### src/rtl/dramload_fsm_rr_arbiter4.sv
// Four-way round-robin pick: first requester at or after ptr, wrapping 3 -> 0.
module dramload_fsm_rr_arbiter4 (
    input  logic [3:0] req,
    input  logic [1:0] ptr,
    output logic       grant_valid,
    output logic [1:0] grant_idx
);

    logic [1:0] cand;

    // Scan from ptr upward; keep the first hit.
    always_comb begin
        grant_valid = 1'b0;
        grant_idx   = 2'd0;
        cand        = 2'd0;
        for (int unsigned i = 0; i < 4; i++) begin
            cand = ptr + 2'(i);
            if (!grant_valid && req[cand]) begin
                grant_valid = 1'b1;
                grant_idx   = cand;
            end
        end
    end

endmodule

### config.mk
export PLATFORM = sky130hd
export DESIGN_NAME = dramload_fsm_rr_arbiter4
export DESIGN_NICKNAME = d
export VERILOG_FILES = /design/src/rtl/dramload_fsm_rr_arbiter4.sv
export SDC_FILE = /design/constraint.sdc
export NUM_CORES = 1
export LEC_CHECK = 0
export ABC_CLOCK_PERIOD_IN_PS = 1660
export CORE_AREA = 2 2 39 41
export DETAILED_ROUTE_END_ITERATION = 6
export DIE_AREA = 0 0 41 43
export PLACE_DENSITY = 0.32
export SYNTH_ARGS = -nofsm -noshare
export SYNTH_HDL_FRONTEND = slang
export SYNTH_SLANG_ARGS = --single-unit
export TNS_END_PERCENT = 10
### constraint.sdc
create_clock -name vclk -period 1.66
set_input_delay 0.332 -clock vclk [all_inputs]
set_output_delay 0.332 -clock vclk [all_outputs]
set_load 0.01 [all_outputs]
# Word level (Yosys, flattened, before mapping)
# Cells that the tools add are included.
# Widths: inputs -> output; s select.
dict set report classes {
  addsub 3
  n_lt_le_gt_ge 4
  n_reduce_logical 6
  n_mux 16
}
# operator count
set ops {}
lappend ops {{$lt 2x3->1 const B} 4}
lappend ops {{$bmux 1 s2} 4}
lappend ops {{$mux 1} 8}
lappend ops {{$mux 2} 4}
lappend ops {{$add 2x2->2 const B} 2}
lappend ops {{$logic_and 1x1->1} 3}
lappend ops {{$logic_not 1->1} 3}
lappend ops {{$add 2x1->2 const B} 1}
dict set report word_totals {
  out_inout_bits 3
  elab_cells 29
  register_bits 0
}

# Depth between registers and ports, before layout
dict set report logic_depth {
  depth_word 12
  mapped_depth 3
}

# Worst setup path before layout
# Ideal clock, no wire load.
dict set report synth_timing {
  path_type {input port to output port}
  startpoint {input port req[1]}
  endpoint {output port grant_idx[0]}
  required_ns 1.328
  setup_slack_ns 0.408
  stages 3
  arrival_ns 0.920
  n_path_buf 0
  path_cell_list {inv_1 > a221o_1 > a21oi_1}
}
dict set report synth_between {
  elab_chain_len 12
  elab_cells_between_ends 21
}
# element line_no
set synth_lines {}
lappend synth_lines {{start: declaration} 3} ;# input logic [3:0] req,
lappend synth_lines {{$bmux 1 s2} 18} ;# if (!grant_valid && req[cand]) begin
lappend synth_lines {{$mux 1 (implied by the code)} 18}
lappend synth_lines {{$mux 1} 18}
lappend synth_lines {{$logic_not 1->1} 18}
lappend synth_lines {{$logic_and 1x1->1} 18}
lappend synth_lines {{$mux 1} 18}
lappend synth_lines {{$logic_not 1->1} 18}
lappend synth_lines {{$logic_and 1x1->1} 18}
lappend synth_lines {{$mux 1} 18}
lappend synth_lines {{$logic_not 1->1} 18}
lappend synth_lines {{$logic_and 1x1->1} 18}
lappend synth_lines {{$mux 2 (*)} 18}
lappend synth_lines {{end: declaration} 6} ;# output logic [1:0] grant_idx
# Mark *: on every way between the ends. The rest lies on a longest branch, timed or not. The select of a mux whose other input is x is not followed.

# Worst setup path in the final report
# Same ends and word-level chain as after synthesis.

==> results <==
- The run finished with clean final reports.
- Of the available clock period, the critical path in the final layout requires 0.921.
- The number of buffers added on ports is 9.
- The commonest cells after synthesis are sky130_fd_sc_hd__a21oi_1 (4), sky130_fd_sc_hd__inv_1 (4).
- Relative to the synthesized area, the layout overhead comes to 165%.
- The maximum fanout count along the critical path is 2.
- Dividing total power by cell area gives a power density of 211 nW/um^2.
- After routing, the total negative slack on setup checks comes to 0 ns.
- The worst setup path is launched from an input pin.
- The worst hold path begins at req[3].
- Max-cap violations in this run came to 0.
- Across the VDD grid, the largest voltage drop is 0.0251 mV.
- The fill cell total of the finished layout is 170.
- The area of the placeable core is 1380 sq um.
- The per-cell via count in the routed design is 3.30.
- Setup violations remaining at the end of the flow were counted as 0.
- The die is 41 um wide.
- Setup repair after global routing left no endpoint under its margin.
- The area of the multi-input gates is 61.3 sq um.
- The max-slew headroom at the worst pin is 0.884.
- The placed standard-cell area is 218 sq um.
- The design has 0 sequential cells.
- The initial antenna violation count is 0.
- The endpoint type of the worst setup path is a primary output.
- The initialized floorplan defines 14 standard-cell rows.
- The worst hold path terminates at grant_idx[1].
- The gate count of the mapped netlist is 15.
- The design area is 205 sq um.
- The sequential-to-total area share from yosys stat is 0.
- The total leakage power is 0.111 nW.
- Entering global routing, the biggest net connects 5 pins.
- The largest total area in the synthesized netlist belongs to sky130_fd_sc_hd__a21oi_1.
- The final worst setup slack is 0.131 ns.
- The largest single stage delay on the critical path is 0.34 ns.
- For this design, the slowest cell found on the critical path is sky130_fd_sc_hd__a221o_1.
- The count of final max-slew check failures is 0.
- Summing over every cut layer, the via total after detailed routing is 145.
- In this run, distinct cell masters in the synthesized netlist total 9.
- The detailed router finished its first iteration with 0 violations.
- Counting every net in the synthesized netlist gives 21.
- Based on the critical path, the design can be clocked at up to 0.654 GHz.
- For this run, global-route usage on met3 was measured as 0.
- The clock period could shrink to 1.53 ns.
- The synthesized area per cell is 5.17 sq um.
- The cell depth of the worst hold path is 4.
- The length of the first detailed-routing pass in iterations is 1.
- The worst hold slack after final layout is 1.06 ns.
- The global routing met2 resource utilization is 0.0563.
- The post-DP HPWL is 275 um.
- The number of global-route vias before repair is 126.
- The most crowded layer after global routing is met1.
- The final antenna diode count is 0.
- The data required time of the worst path is 1.33 ns.
- Yosys printed 0 warnings.
- Wires add up to 322 um.
- Summing all flip-flop and latch instances after layout gives 0 sq um.
- Across every metal layer, demand over resource in global routing totals 0.0360.
- Summed over all layers, the global routing overflow is 0.
- Counting the clock-network buffers in the layout gives 0.
- By area the synthesized netlist is led by sky130_fd_sc_hd__a21oi_1 (26%), sky130_fd_sc_hd__inv_1 (19%), sky130_fd_sc_hd__a221o_1 (13%).
- The overall die area is 1760 sq um.
- The net total in the final layout is 36.
- The count of nets left with antenna violations once routing finished came out at 0.
- The transition at the pin with the smallest max-transition slack is 0.174 ns.
- The class of the worst hold path is in -> out.
- The design draws 43.4 uW.
- The post-placement setup slack is -0.572 ns.
- The top-level I/O count is 9.
- The wire length of the first global-routing pass is 483 um.
- At the end of routability-driven placement, the weighted congestion stood at 0.493.
- The die is 43 um tall.
- In the final layout, the share of cells above drive strength 1 is 0.286.
- The critical path class is in -> out.
- The number of hold violations in the final report is 0.
- The signal on the critical path passes through dlygate4sd2_1, inv_1, a221o_1, a21oi_1, buf_2.
- For this run, global-route usage on met1 was measured as 0.0570.
- The kind of cell with the highest combined delay on the critical path is compound AO/OA/AOI/OAI gates.
- The critical path buffer and inverter count is 3.
- The initial standard-cell utilization of the core is 0.0561.
- The share of the synthesized area in the top cell type is 0.258.
- The post-detailed-route DRC marker count is 0.
- The cell area after synthesis is 77.6 sq um.
- Data on the critical path arrives at its endpoint at 1.20 ns.
- Dividing the detail-routed wire length by the instance count gives 7.32 um.
[cells by family after synthesis]
| kind of cell | share of synthesized area |
|---|---|
| compound gates | 0.564 |
| buf+inv | 0.242 |
| simple gates | 0.193 |
[metrics by stage]
stage	instances	utilization
2_1_floorplan	15	-
3_3_place_gp	44	0.157
3_5_place_dp	44	0.157
4_1_cts	44	0.145
5_1_grt	44	0.148
6_report	44	0.148
[how the worst max path moves through the flow]
stage | start | end | slack [ns] | cells after the start
CTS | req[3] | grant_valid | 0.03 | 4
global route | req[1] | grant_idx[1] | 0.04 | 6
detailed placement | req[1] | grant_idx[0] | -0.57 | 5
global placement | req[1] | grant_idx[0] | -0.58 | 5
finish | req[1] | grant_idx[0] | 0.13 | 5
floorplan | req[1] | grant_idx[0] | 0.41 | 3
[where the power goes]
part	internal, mW	switching, mW
Sequential	0	0
Clock	0	0
Combinational	0.0239	0.0195
[repair_timing]
action	CTS	global route
endpoints found under the setup margin	3	2
pin swaps	1	0
setup buffers	0	0
hold buffers	0	0
gates resized for setup	14	2
cloned	0	0
[final cells by class]
type	count	share of cell area
repair buffers	13	0.512
multi-input cells	10	0.299
well taps	16	0.0976
inverters	5	0.0915
[routing by layer]
layer  vias to the layer above  part of all wire
li1                         78                 -
met1                        61              0.46
met2                         6              0.44
met3                         0             0.096
met4                         0                 0
met5                         -                 0
[cells in the final DEF, fill, tap and decap left out, types with 2 or more instances in the layout]
| master | instances |
|---|---|
| sky130_fd_sc_hd__dlygate4sd2_1 | 6 |
| sky130_fd_sc_hd__inv_1 | 4 |
| sky130_fd_sc_hd__a21oi_1 | 4 |
| sky130_fd_sc_hd__buf_4 | 4 |
| sky130_fd_sc_hd__buf_2 | 2 |
Power figures use the tool's default switching activity.
